## src/rtl/cpu_mmio_pkg.sv

```systemverilog
// cpu_mmio_pkg: register offsets, TCON bit positions and default base for CPU MMIO peripherals
package cpu_mmio_pkg;
    localparam logic [31:0] MMIO_BASE_ADDR = 32'h4000_0000;
    localparam logic [4:0] TIMER_TH_OFS      = 5'h00;
    localparam logic [4:0] TIMER_TL_OFS      = 5'h04;
    localparam logic [4:0] TIMER_TCON_OFS    = 5'h08;
    localparam logic [4:0] TIMER_SYSTICK_OFS = 5'h14;
    localparam int TCON_EN     = 0;
    localparam int TCON_IE     = 1;
    localparam int TCON_STATUS = 2;
endpackage

```

## src/rtl/tick_divider.sv

```systemverilog
// tick_divider: emits one tick every PRESCALE enabled cycles; clr or !en restarts the count
module tick_divider #(
    parameter int PRESCALE = 1
) (
    input  logic clk,
    input  logic reset,
    input  logic en,
    input  logic clr,
    output logic tick
);
    localparam int W = PRESCALE > 1 ? $clog2(PRESCALE) : 1;
    logic [W-1:0] cnt;
    assign tick = en && !clr && cnt == W'(PRESCALE - 1);
    always_ff @(posedge clk or negedge reset)
        if (!reset) cnt <= '0;
        else cnt <= (!en || clr || tick) ? '0 : cnt + 1'b1;
endmodule

```

## src/rtl/mmio_timer.sv

```systemverilog
// mmio_timer: memory-mapped interval timer (TH/TL/TCON/SYSTICK) with overflow reload and level IRQ
module mmio_timer
    import cpu_mmio_pkg::*;
#(
    parameter logic [31:0] BASE_ADDR = MMIO_BASE_ADDR,
    parameter int          PRESCALE  = 1
) (
    input  logic        clk,
    input  logic        reset,
    input  logic [31:0] Address,
    input  logic [31:0] Write_data,
    input  logic        MemRead,
    input  logic        MemWrite,
    output logic [31:0] Read_data,
    output logic        hit,
    output logic        IRQ
);
    logic [31:0] th, tl, systick;
    logic        en, ie, status;
    logic        in_win, sel_th, sel_tl, sel_tcon, sel_sys;
    logic        wr_th, wr_tl, wr_tcon, tcon_off, tick, ovf, set_st;
    logic [31:0] tcon;
    assign in_win   = Address[31:5] == BASE_ADDR[31:5] && Address[1:0] == 2'b00;
    assign sel_th   = in_win && Address[4:0] == TIMER_TH_OFS;
    assign sel_tl   = in_win && Address[4:0] == TIMER_TL_OFS;
    assign sel_tcon = in_win && Address[4:0] == TIMER_TCON_OFS;
    assign sel_sys  = in_win && Address[4:0] == TIMER_SYSTICK_OFS;
    assign hit      = (sel_th || sel_tl || sel_tcon || sel_sys) && (MemRead || MemWrite);
    assign wr_th    = MemWrite && sel_th;
    assign wr_tl    = MemWrite && sel_tl;
    assign wr_tcon  = MemWrite && sel_tcon;
    assign tcon     = {29'b0, status, ie, en};
    // a disabling TCON write suppresses a coincident tick and restarts the prescaler
    assign tcon_off = wr_tcon && !Write_data[TCON_EN];
    tick_divider #(.PRESCALE(PRESCALE)) u_div (
        .clk   (clk),
        .reset (reset),
        .en    (en),
        .clr   (tcon_off),
        .tick  (tick)
    );
    assign ovf    = tick && tl == 32'hFFFF_FFFF;
    assign set_st = ovf && (ie || (wr_tcon && Write_data[TCON_IE]));
    assign IRQ    = ie && status;
    always_comb
        Read_data = !(MemRead && hit) ? 32'h0 :
                    sel_th   ? th   :
                    sel_tl   ? tl   :
                    sel_tcon ? tcon : systick;
    always_ff @(posedge clk or negedge reset)
        if (!reset) begin
            th      <= '0;
            tl      <= '0;
            en      <= 1'b0;
            ie      <= 1'b0;
            status  <= 1'b0;
            systick <= '0;
        end else begin
            systick <= systick + 32'd1;
            if (wr_th) th <= Write_data;
            tl <= wr_tl ? Write_data : ovf ? th : tick ? tl + 32'd1 : tl;
            if (wr_tcon) begin
                en <= Write_data[TCON_EN];
                ie <= Write_data[TCON_IE];
            end
            status <= set_st || (wr_tcon ? Write_data[TCON_STATUS] : status);
        end
endmodule

```

## config.mk

```make
export PLATFORM = sky130hd
export DESIGN_NAME = mmio_timer
export DESIGN_NICKNAME = d
export VERILOG_FILES = /design/src/rtl/cpu_mmio_pkg.sv /design/src/rtl/tick_divider.sv /design/src/rtl/mmio_timer.sv
export SDC_FILE = /design/constraint.sdc
export NUM_CORES = 1
export LEC_CHECK = 0
export CORE_MARGIN = 2
export CORE_UTILIZATION = 58
export DETAILED_ROUTE_END_ITERATION = 16
export PLACE_DENSITY_LB_ADDON = 0.2
export SLEW_MARGIN = 0
export SYNTH_ARGS = -nofsm -noshare
export SYNTH_HDL_FRONTEND = slang
export SYNTH_SLANG_ARGS = --single-unit
```

## constraint.sdc

```tcl
create_clock -name clk -period 3.4 [get_ports clk]
set_input_delay 0.51 -clock clk [delete_from_list [all_inputs] [get_ports clk]]
set_output_delay 0.51 -clock clk [all_outputs]
set_load 0.02 [all_outputs]
```

==> summary.md <==
| Metric | Value |
|---|---|
| Outcome | complete, no violations |
| HP Class | in2async |
| Final period util | 0.9710 |
| Most frequent cells in the layout | nand2_1, dfrtp_1, clkdlybuf4s50_1 |
| Gate power share | 0.061 |
| Ys flop type | dfrtp_1 |
| Compound-Gate Fraction of Synth Area | 0.1806 |
| DR pass1 iterations | 5 |
| Congestion Overflow GR | 0 |
| HPWL Detailed | around 13000 um |
| Critical path type | in2out |
| CP required | between 2 and 3 ns |
| Post-Synth Adder-Cell Area | 0.004092 |
| Synth async-reset ratio | 1.000 |
| Slowest CP cell | clkdlybuf4s50_1 |
| Fillers | 770 |
| Layout cell share with drive strength beyond 1 | 0.1594 |
| Top Ports | 102 |
| Pre-CTS WS | -0.2236 ns |
| Die X | around 110 um |
| Largest family of logic cells by synthesized area | simple AND/OR/NAND/NOR gates |
| Via density | around 6.6 |
| Area of the multi-input gates | about 3400 um^2 |
| GRT Total Usage | 0.3373 |
| Clock power frac | 0.405 |
| Worst Tran Pin Value | approximately 1.1 ns |
| CP max stage delay | approximately 0.43 ns |
| TritonCTS clock tree | done |
| ANT cells | 0 |
| First-pass GRT wire length | about 30000 um |
| Fmax | 302.9 MHz |
| EDFF count, synth | 0 |
| Post-synthesis register bit count | 100 |
| PortBufs | between 100 and 150 |
| Synth warn | 0 |
| Synth Cell Area | a little over 6000 um^2 |
| Seq/Total Area, Yosys | 0.4092 |
| Nets | 850 |
| Final Max Tran Viols | 0 |
| Switching Share | 0.2186 |
| Rows | 37 |
| Crit-path cells | clkdlybuf4s50_1, nor4b_2, buf_4, nor2b_1, o211ai_1, buf_4, a22o_1, nand2_1, a21oi_1, dlygate4sd2_1 |
| Die area | approximately 11000 um^2 |
| Core Util, Final | 0.7475 |
| Final WL | 18910 um |
| CTS sink cnt | 100 |
| Clk pin slew, worst setup/hold paths | around 0.09 ns |
| Tmin final | 3.301 ns |
| Crit start category | input pin |
| # hold bufs at CTS | 0 |
| Max Cap Viol | 0 |
| CP max FO | 16 |
| Simple-gate share of the synthesized area | 0.2324 |
| Setup ws final | between 0.09 and 0.1 ns |
| Endpoints failing setup | 0 |
| Leak | between 3 and 4 nW |
| Total Power | roughly 2.2 mW |
| Pwr dens | slightly below 300 nW/um^2 |
| CTS H-tree depth | 3 |
| Clk buf depth | 2 |
| Fin. Hold Viols | 0 |
| Initial Util | 0.5951 |
| Register share of total power | 0.534 |
| # DRC | 0 |
| XOR/XNOR Fraction of Synth Area | 0.05299 |
| Worst slew margin | 0.2359 |
| CORE AREA | approximately 10000 um^2 |
| Clk_skew | approximately 0.012 ns |
| Routed Antenna Nets | 0 |
| Syn_area_per_cell | ~9.2 um^2 |
| Cell mode on critical path | buf_4 |
| Antenna violations before repair | 0 |
| Root Driver | clkbuf_8 |
| Setup TNS | 0 ns |
| Via count | between 6000 and 7000 |
| Clk_lat worst skew | 0.39 ns |
| Layout area overhead | 25.61% |
| Buf/Inv on CP | 4 |
| Syn nets | ~740 |
| Mapped Cells | 667 |
| Setup bufs post-CTS | 0 |
| Initial DRC Count | between 600 and 700 |
| IR Drop Worst-Case VDD | approximately 210 uV |
| Critical path arrival | 2.79 ns |
| CTS buffer count | 9 |
| Die Y | between 100 and 150 um |
| Largest net degree at the start of global routing | 62 |
| Critical Path Sink Type | primary output |
| Synth unique cells | 63 |
| Mux contribution to synthesized area | 0.08388 |
| WL per Instance | a little over 20 um |
| P_int | 1.739 mW |
| Psw | 0.4864 mW |
| Crit-path leading delay family | buffers and inverters |
| Vias in the first global route | 5985 |
| Register area | roughly 2500 um^2 |
| Commonest non-fill, non-tap cell in the layout | nand2_1 |
| Placer Congestion | between 0.9 and 1 |
-- flip-flops by register name, summed over array words and instances (netlist names) --
signal / count
en: 1
ie: 1
status: 1
systick: 32
th: 32
tl: 32
u_div.cnt: 1
-- layout make-up --
cell class / instances / share of cell area
multi-input cells: 517 / 0.4476
flip-flops and latches: 100 / 0.3257
repair buffers: 136 / 0.1663
inverters: 16 / 0.007818
well taps: 136 / 0.02215
clock buffers: 12 / 0.02150
clock inverters: 3 / 0.008958
-- Yosys cell counts (all sizes together), types with 6 or more instances --
library cell  count  area [um^2]
nand2           108        405.4
dfrtp           100         2502
o21ai            48        244.0
a21oi            44        235.2
mux2             34        382.9
a22o             32        282.8
nor2             28        107.6
nand3            25        125.1
xnor2            25        219.0
nand4            23        183.9
nor3             22        157.6
clkbuf           20        76.32
inv              16        60.06
nor4             15        150.2
buf              14        85.08
mux2i            13        130.1
xor2             12        105.1
a22oi            11        82.58
and3             11        68.82
and4              8        71.32
a31oi             7        43.79
or3               6        38.79
-- power groups by stage --
stage,Combinational (mW),Clock (mW),Sequential (mW)
final,0.136,0.901,1.19
after global routing,0.145,0.951,1.19
after CTS,0.133,0.895,1.19
after detailed placement,0.132,0,1.21
after global placement,0.130,0,1.21
after floorplan,0.00884,0,1.21
-- kinds of logic (layout without fill, tap and decap cells) --
kind of cell	after synthesis	after routing
and+or+nand+nor	261	261
AOI/OAI and AO/OA	169	169
DFF	100	100
buffers and inverters	50	167
muxes	47	47
xor gates and xnor gates	37	37
adders and majority gates	2	2
other	1	1
-- stage by stage --
step,hold WS (ns),cells,cell area (um^2)
CTS,0.2556,920,7675
detailed placement,0.4952,905,7480
floorplan,0.2144,667,6116
global route,0.2697,920,7682
global placement,0.4886,905,7480
finish,0.1935,920,7682
-- what timing repair did --
action                                  CTS  global route
gates resized for setup                  33            15
pin swaps                                 1             1
endpoints found under the setup margin   32            18
-- worst paths after layout --
path / cells after the start / from / to / slack (ns)
min in group clk: 1 / systick[16]$_DFF_PN0_ / systick[16]$_DFF_PN0_ / 0.50
min: 1 / reset / tl[3]$_DFFE_PN0P_ / 0.19
max in group asynchronous: 2 / reset / tl[23]$_DFFE_PN0P_ / 2.38
max: 10 / Address[2] / Read_data[18] / 0.1
min reg2reg: 1 / systick[16]$_DFF_PN0_ / systick[16]$_DFF_PN0_ / 0.50
max reg2reg: 7 / tl[0]$_DFFE_PN0P_ / tl[1]$_DFFE_PN0P_ / 0.67
-- routing by layer --
metal / routed length (um) / track usage
met2: 9058 / 0.5505
met3: 1951 / 0.05289
met5: 0 / 0
met1: 7382 / 0.4440
met4: 515 / 0.1540
Note: power is estimated with default switching activity, not from simulation.
